$ cat config.mk
export PLATFORM = sky130hd
export DESIGN_NAME = flag_branch_unit
export DESIGN_NICKNAME = d
export VERILOG_FILES = /design/src/rtl/flag_branch_unit.sv
export SDC_FILE = /design/constraint.sdc
export NUM_CORES = 1
export LEC_CHECK = 0
export ABC_AREA = 1
export ABC_CLOCK_PERIOD_IN_PS = 4600
export CAP_MARGIN = 20
export CORE_UTILIZATION = 35
export DETAILED_ROUTE_END_ITERATION = 7
export GPL_ROUTABILITY_DRIVEN = 0
export PLACE_DENSITY = 0.67
export SLEW_MARGIN = 20
export SYNTH_ARGS = -nofsm -noshare
export SYNTH_HDL_FRONTEND = slang
export SYNTH_SLANG_ARGS = --single-unit
export TNS_END_PERCENT = 5
$ cat constraint.sdc
create_clock -name clk -period 4.6 [get_ports clk]
set_input_delay 0.92 -clock clk [delete_from_list [all_inputs] [get_ports clk]]
set_output_delay 0.92 -clock clk [all_outputs]
set_load 0.02 [all_outputs]
$ cat src/rtl/flag_branch_unit.sv
// flag_branch_unit: architectural flag register, branch condition resolve, redirect pulse
// and saturating branch statistics. Optional feature macro: FLAG_FWD_EN (EX->ID flag forwarding).
`default_nettype none

module flag_branch_unit #(
   parameter int CNT_W = 16
) (
   input  logic             clk,
   input  logic             rst,
   input  logic             ex_valid,
   input  logic [3:0]       ex_opcode,
   input  logic [2:0]       alu_flags,
   input  logic             stall,
   input  logic             flush,
   input  logic             br_valid,
   input  logic [2:0]       br_ccc,
   input  logic             cnt_clr,
   output logic [2:0]       flags_q,
   output logic             br_taken,
   output logic             br_hazard,
   output logic             br_redirect,
   output logic [CNT_W-1:0] br_count,
   output logic [CNT_W-1:0] taken_count
);

   logic             wr_all, wr_z, wr_cand, wr_en;
   logic [2:0]       fwd_flags, eff_flags, flags_d;
   logic             resolve, cond_true;
   logic             redirect_q, redirect_d;
   logic [CNT_W-1:0] br_cnt_q, br_cnt_d, tk_cnt_q, tk_cnt_d;

   always_comb begin
      wr_all = 1'b0;
      wr_z   = 1'b0;
      case (ex_opcode)
         4'b0000, 4'b0001:                   wr_all = 1'b1;
         4'b0010, 4'b0100, 4'b0101, 4'b0110: wr_z   = 1'b1;
         default: ;
      endcase
   end

   assign wr_cand   = ex_valid & (wr_all | wr_z);
   assign wr_en     = wr_cand & ~stall & ~flush;
   // Z-only writers keep the held V and N bits
   assign fwd_flags = wr_all ? alu_flags : {alu_flags[2], flags_q[1:0]};
   assign flags_d   = wr_en ? fwd_flags : flags_q;

`ifdef FLAG_FWD_EN
   assign eff_flags = wr_cand ? fwd_flags : flags_q;
   assign br_hazard = 1'b0;
`else
   assign eff_flags = flags_q;
   assign br_hazard = br_valid & wr_cand & ~flush;
`endif

   always_comb begin
      cond_true = 1'b0;
      case (br_ccc)
         3'b000:  cond_true = ~eff_flags[2];
         3'b001:  cond_true = eff_flags[2];
         3'b010:  cond_true = ~eff_flags[2] & ~eff_flags[0];
         3'b011:  cond_true = eff_flags[0];
         3'b100:  cond_true = eff_flags[2] | ~eff_flags[0];
         3'b101:  cond_true = eff_flags[2] | eff_flags[0];
         3'b110:  cond_true = eff_flags[1];
         default: cond_true = 1'b1;
      endcase
   end

   assign resolve    = br_valid & ~br_hazard & ~stall & ~flush;
   assign br_taken   = resolve & cond_true;
   assign redirect_d = br_taken;

   always_comb begin
      br_cnt_d = br_cnt_q;
      tk_cnt_d = tk_cnt_q;
      if (!stall) begin
         if (cnt_clr) begin
            br_cnt_d = '0;
            tk_cnt_d = '0;
         end else begin
            if (resolve && !(&br_cnt_q))  br_cnt_d = br_cnt_q + 1'b1;
            if (br_taken && !(&tk_cnt_q)) tk_cnt_d = tk_cnt_q + 1'b1;
         end
      end
   end

   always_ff @(posedge clk) begin
      if (rst) begin
         flags_q    <= 3'b000;
         redirect_q <= 1'b0;
         br_cnt_q   <= '0;
         tk_cnt_q   <= '0;
      end else begin
         flags_q    <= flags_d;
         redirect_q <= redirect_d;
         br_cnt_q   <= br_cnt_d;
         tk_cnt_q   <= tk_cnt_d;
      end
   end

   assign br_redirect = redirect_q;
   assign br_count    = br_cnt_q;
   assign taken_count = tk_cnt_q;

endmodule

`default_nettype wire

==> results.md <==
* Share of cells above drive strength 1 at about 6.4%
* RSZ-0062 raised after global routing: no
* Period utilization at ~77%
* CTS tree: done
* Slew margin rel. at between 40% and 50%
* Post-Synth XOR/XNOR Area at roughly 3.2%
* Post-synth top cells: nand2_1 (97), nor2_1 (58), nand3_1 (37)
* FP Rows at 28
* Crit-path max FO at 4
* Full die area at roughly 6700 sq um
* Syn_area_per_cell at 6.30 sq um
* Antenna-violating nets left at 0
* Post-CTS sizing at 0
* Top cell type's share of synthesized area at about a third
* Initial core utilization at between 30 and 40%
* Status: complete, no violations
* CP Class: in2out
* Setup TNS at 0 ps
* Top FF cell, synth: dfxtp_1
* Area of the core at between 6000 and 7000 sq um
* Final setup fails at 0
* Sequential Area at 721 sq um
* Initial antenna violation count at 0
* Post-synthesis sequential area ratio at between 30% and 40%
* Synthesis warning total at 0
* Power density over cell area at about 210 nW/um^2
* Detailed router's first-iteration violation count at around 160
* Antenna Cells at 0
* Area occupied by multi-input gates at ~1300 sq um
* Post-synth EDFFs at 0
* Count of max-cap constraint violations at 0
* Adder-cell share of the synthesized area at about 1.1%
* Async S/R FF share, synth at 0%
* Synth Net Count at 371
* Type of the worst min-delay path: reg2reg
* Leak Pwr at around 1.0 nW
* Vias per inst at between 4 and 5
* Area Growth Syn to Fin at 29.5%
* Post-Route WL at ~5600 um
* Total GRT Usage at 17.3%
* Port buffer count at 54
* Fillers at a little over 600
* Number of global-route vias before repair at ~2000
* CP arrival at ~2600 ps
* Min Tclk post-route at ~3600 ps
* Hpwl dp at about 4000 um
* IO Pins at between 50 and 60
* Drt first pass iters at 4
* Top cells by area, synth: dfxtp_1 (33%), nand2_1 (16%), nor2_1 (9.8%)
* Critical path endpoint category: primary output
* Clock Skew at about 6.7 ps
* DRC Markers at 0
* Htree depth at 2
* F_max at between 200 and 300 MHz
* Clock sinks at 36
* Hold-fix buffers, CTS at 0
* Overflow after GRT at 0
* Synth cell types at 28
* Post-Synthesis Cell Area at 2220 sq um
* CTS max path bufs at 2
* First-pass GRT wire length at around 9100 um
* TritonCTS buffer count at 5
* Nets at around 420
* Post-synthesis compound-gate area fraction at between 10% and 20%
* Startpoint type of the worst setup path: input port
* Cell with the most instances after synthesis: nand2_1
* Util after Layout at roughly 48%
* Post-CTS setup buffers at 0
* CTS clk-pin slew, worst paths at 80 ps
* Chip height at between 80 and 90 um
* VDD IR max at around 0.11 mV
* Total number of vias at ~2300
* Final Hold Vio Count at 0
* Synthesized flop and latch total at 36
* Main combinational cell family by area after synthesis: simple AND/OR/NAND/NOR gates
* Largest net degree at the start of global routing at 25
* Later-pin clock latency in the skew report at between 200 and 300 ps
* WP data required at 3680 ps
* Top cell type by total area after synthesis: dfxtp_1
* WL/cell at roughly 12 um
* Least-Margin Pin Slew at between 700 and 800 ps
* Fin. max-slew vios at 0
* Die width at 81.6 um
* Gate Count Post-Synth at about 350
* Synth Area in Simple Gates at between 40 and 50%
* Clk root buf: clkbuf_8
* Mux cell area share after synthesis at 0%
[worst paths after layout]
| check | to | slack (ps) | startpoint | cells past startpoint |
|---|---|---|---|---|
| worst max-delay path | br_taken | 1040 | ex_opcode[1] | 8 |
| worst min-delay path | flags_q[1] | 470 | flags_q[1] | 2 |
| worst max register to register | br_count[14] | 2550 | br_count[0] | 10 |
| worst min register to register | flags_q[1] | 470 | flags_q[1] | 2 |
[critical path: stages]
cell,delay (ps)
clkdlybuf4s50_1,480
nand2_1,60
nand3_1,120
nand2_1,110
a21oi_2,200
nand2_1,100
inv_1,60
clkdlybuf4s50_1,590
[cell usage in the layout (no fill, tap or decap), drive strengths merged]
cell type,n
clkbuf,6
o21bai,2
nand3,39
nor3,5
buf,1
nand2,102
inv,36
nor3b,1
nand4,7
ha,2
xnor2,3
nor2,63
clkdlybuf4s50,54
dfxtp,36
clkinv,1
o21ai,6
xor2,5
a21oi,35
[report_power, final]
| group | switching, mW | internal, mW |
|---|---|---|
| sequential | 0.00251 | 0.313 |
| clock | 0.116 | 0.103 |
| combinational | 0.0374 | 0.0247 |
| total | 0.155 | 0.441 |
[final cells by class]
cell class	count	area share (%)
Tap cell	75	3.27
Clock buffer	6	2.53
Clock inverter	1	0.174
Timing Repair Buffer	55	19.1
Multi-Input combinational cell	270	45.1
Inverter	36	4.71
Sequential cell	36	25.1
[routing by layer]
metal / wire length [um] / vias up / GRT usage, %
met2: 2410 / 59 / 28.2
li1: - / 1231 / -
met5: 0 / - / 0
met3: 341 / 6 / 4.00
met4: 46 / 0 / 3.86
met1: 2780 / 1048 / 23.2
[state kept, by name, summed over array words and instances (netlist names)]
| register | cells |
|---|---|
| br_count | 16 |
| taken_count | 16 |
| flags_q | 3 |
| br_redirect | 1 |
[kinds of logic after synthesis]
| kind of cell | count (synthesis) |
|---|---|
| AND/OR/NAND/NOR | 217 |
| buffers and inverters | 46 |
| AO/OA/AOI/OAI | 43 |
| flip-flops | 36 |
| XOR/XNOR | 8 |
| adder cells (fa/ha/maj) | 2 |
[through the flow]
| step | std cells | hold WS (ps) | instance area (sq um) | power [mW] | setup slack [ps] |
|---|---|---|---|---|---|
| finish | 479 | 472 | 2870 | 0.597 | 1040 |
| global route | 479 | 512 | 2870 | 0.623 | 903 |
| CTS | 479 | 477 | 2870 | 0.604 | 1040 |
| detailed placement | 472 | 466 | 2790 | 0.385 | 1040 |
| global placement | 472 | 468 | 2790 | 0.384 | 1110 |
| floorplan | 352 | 542 | 2220 | 0.361 | 2110 |
Power figures use the tool's default switching activity.
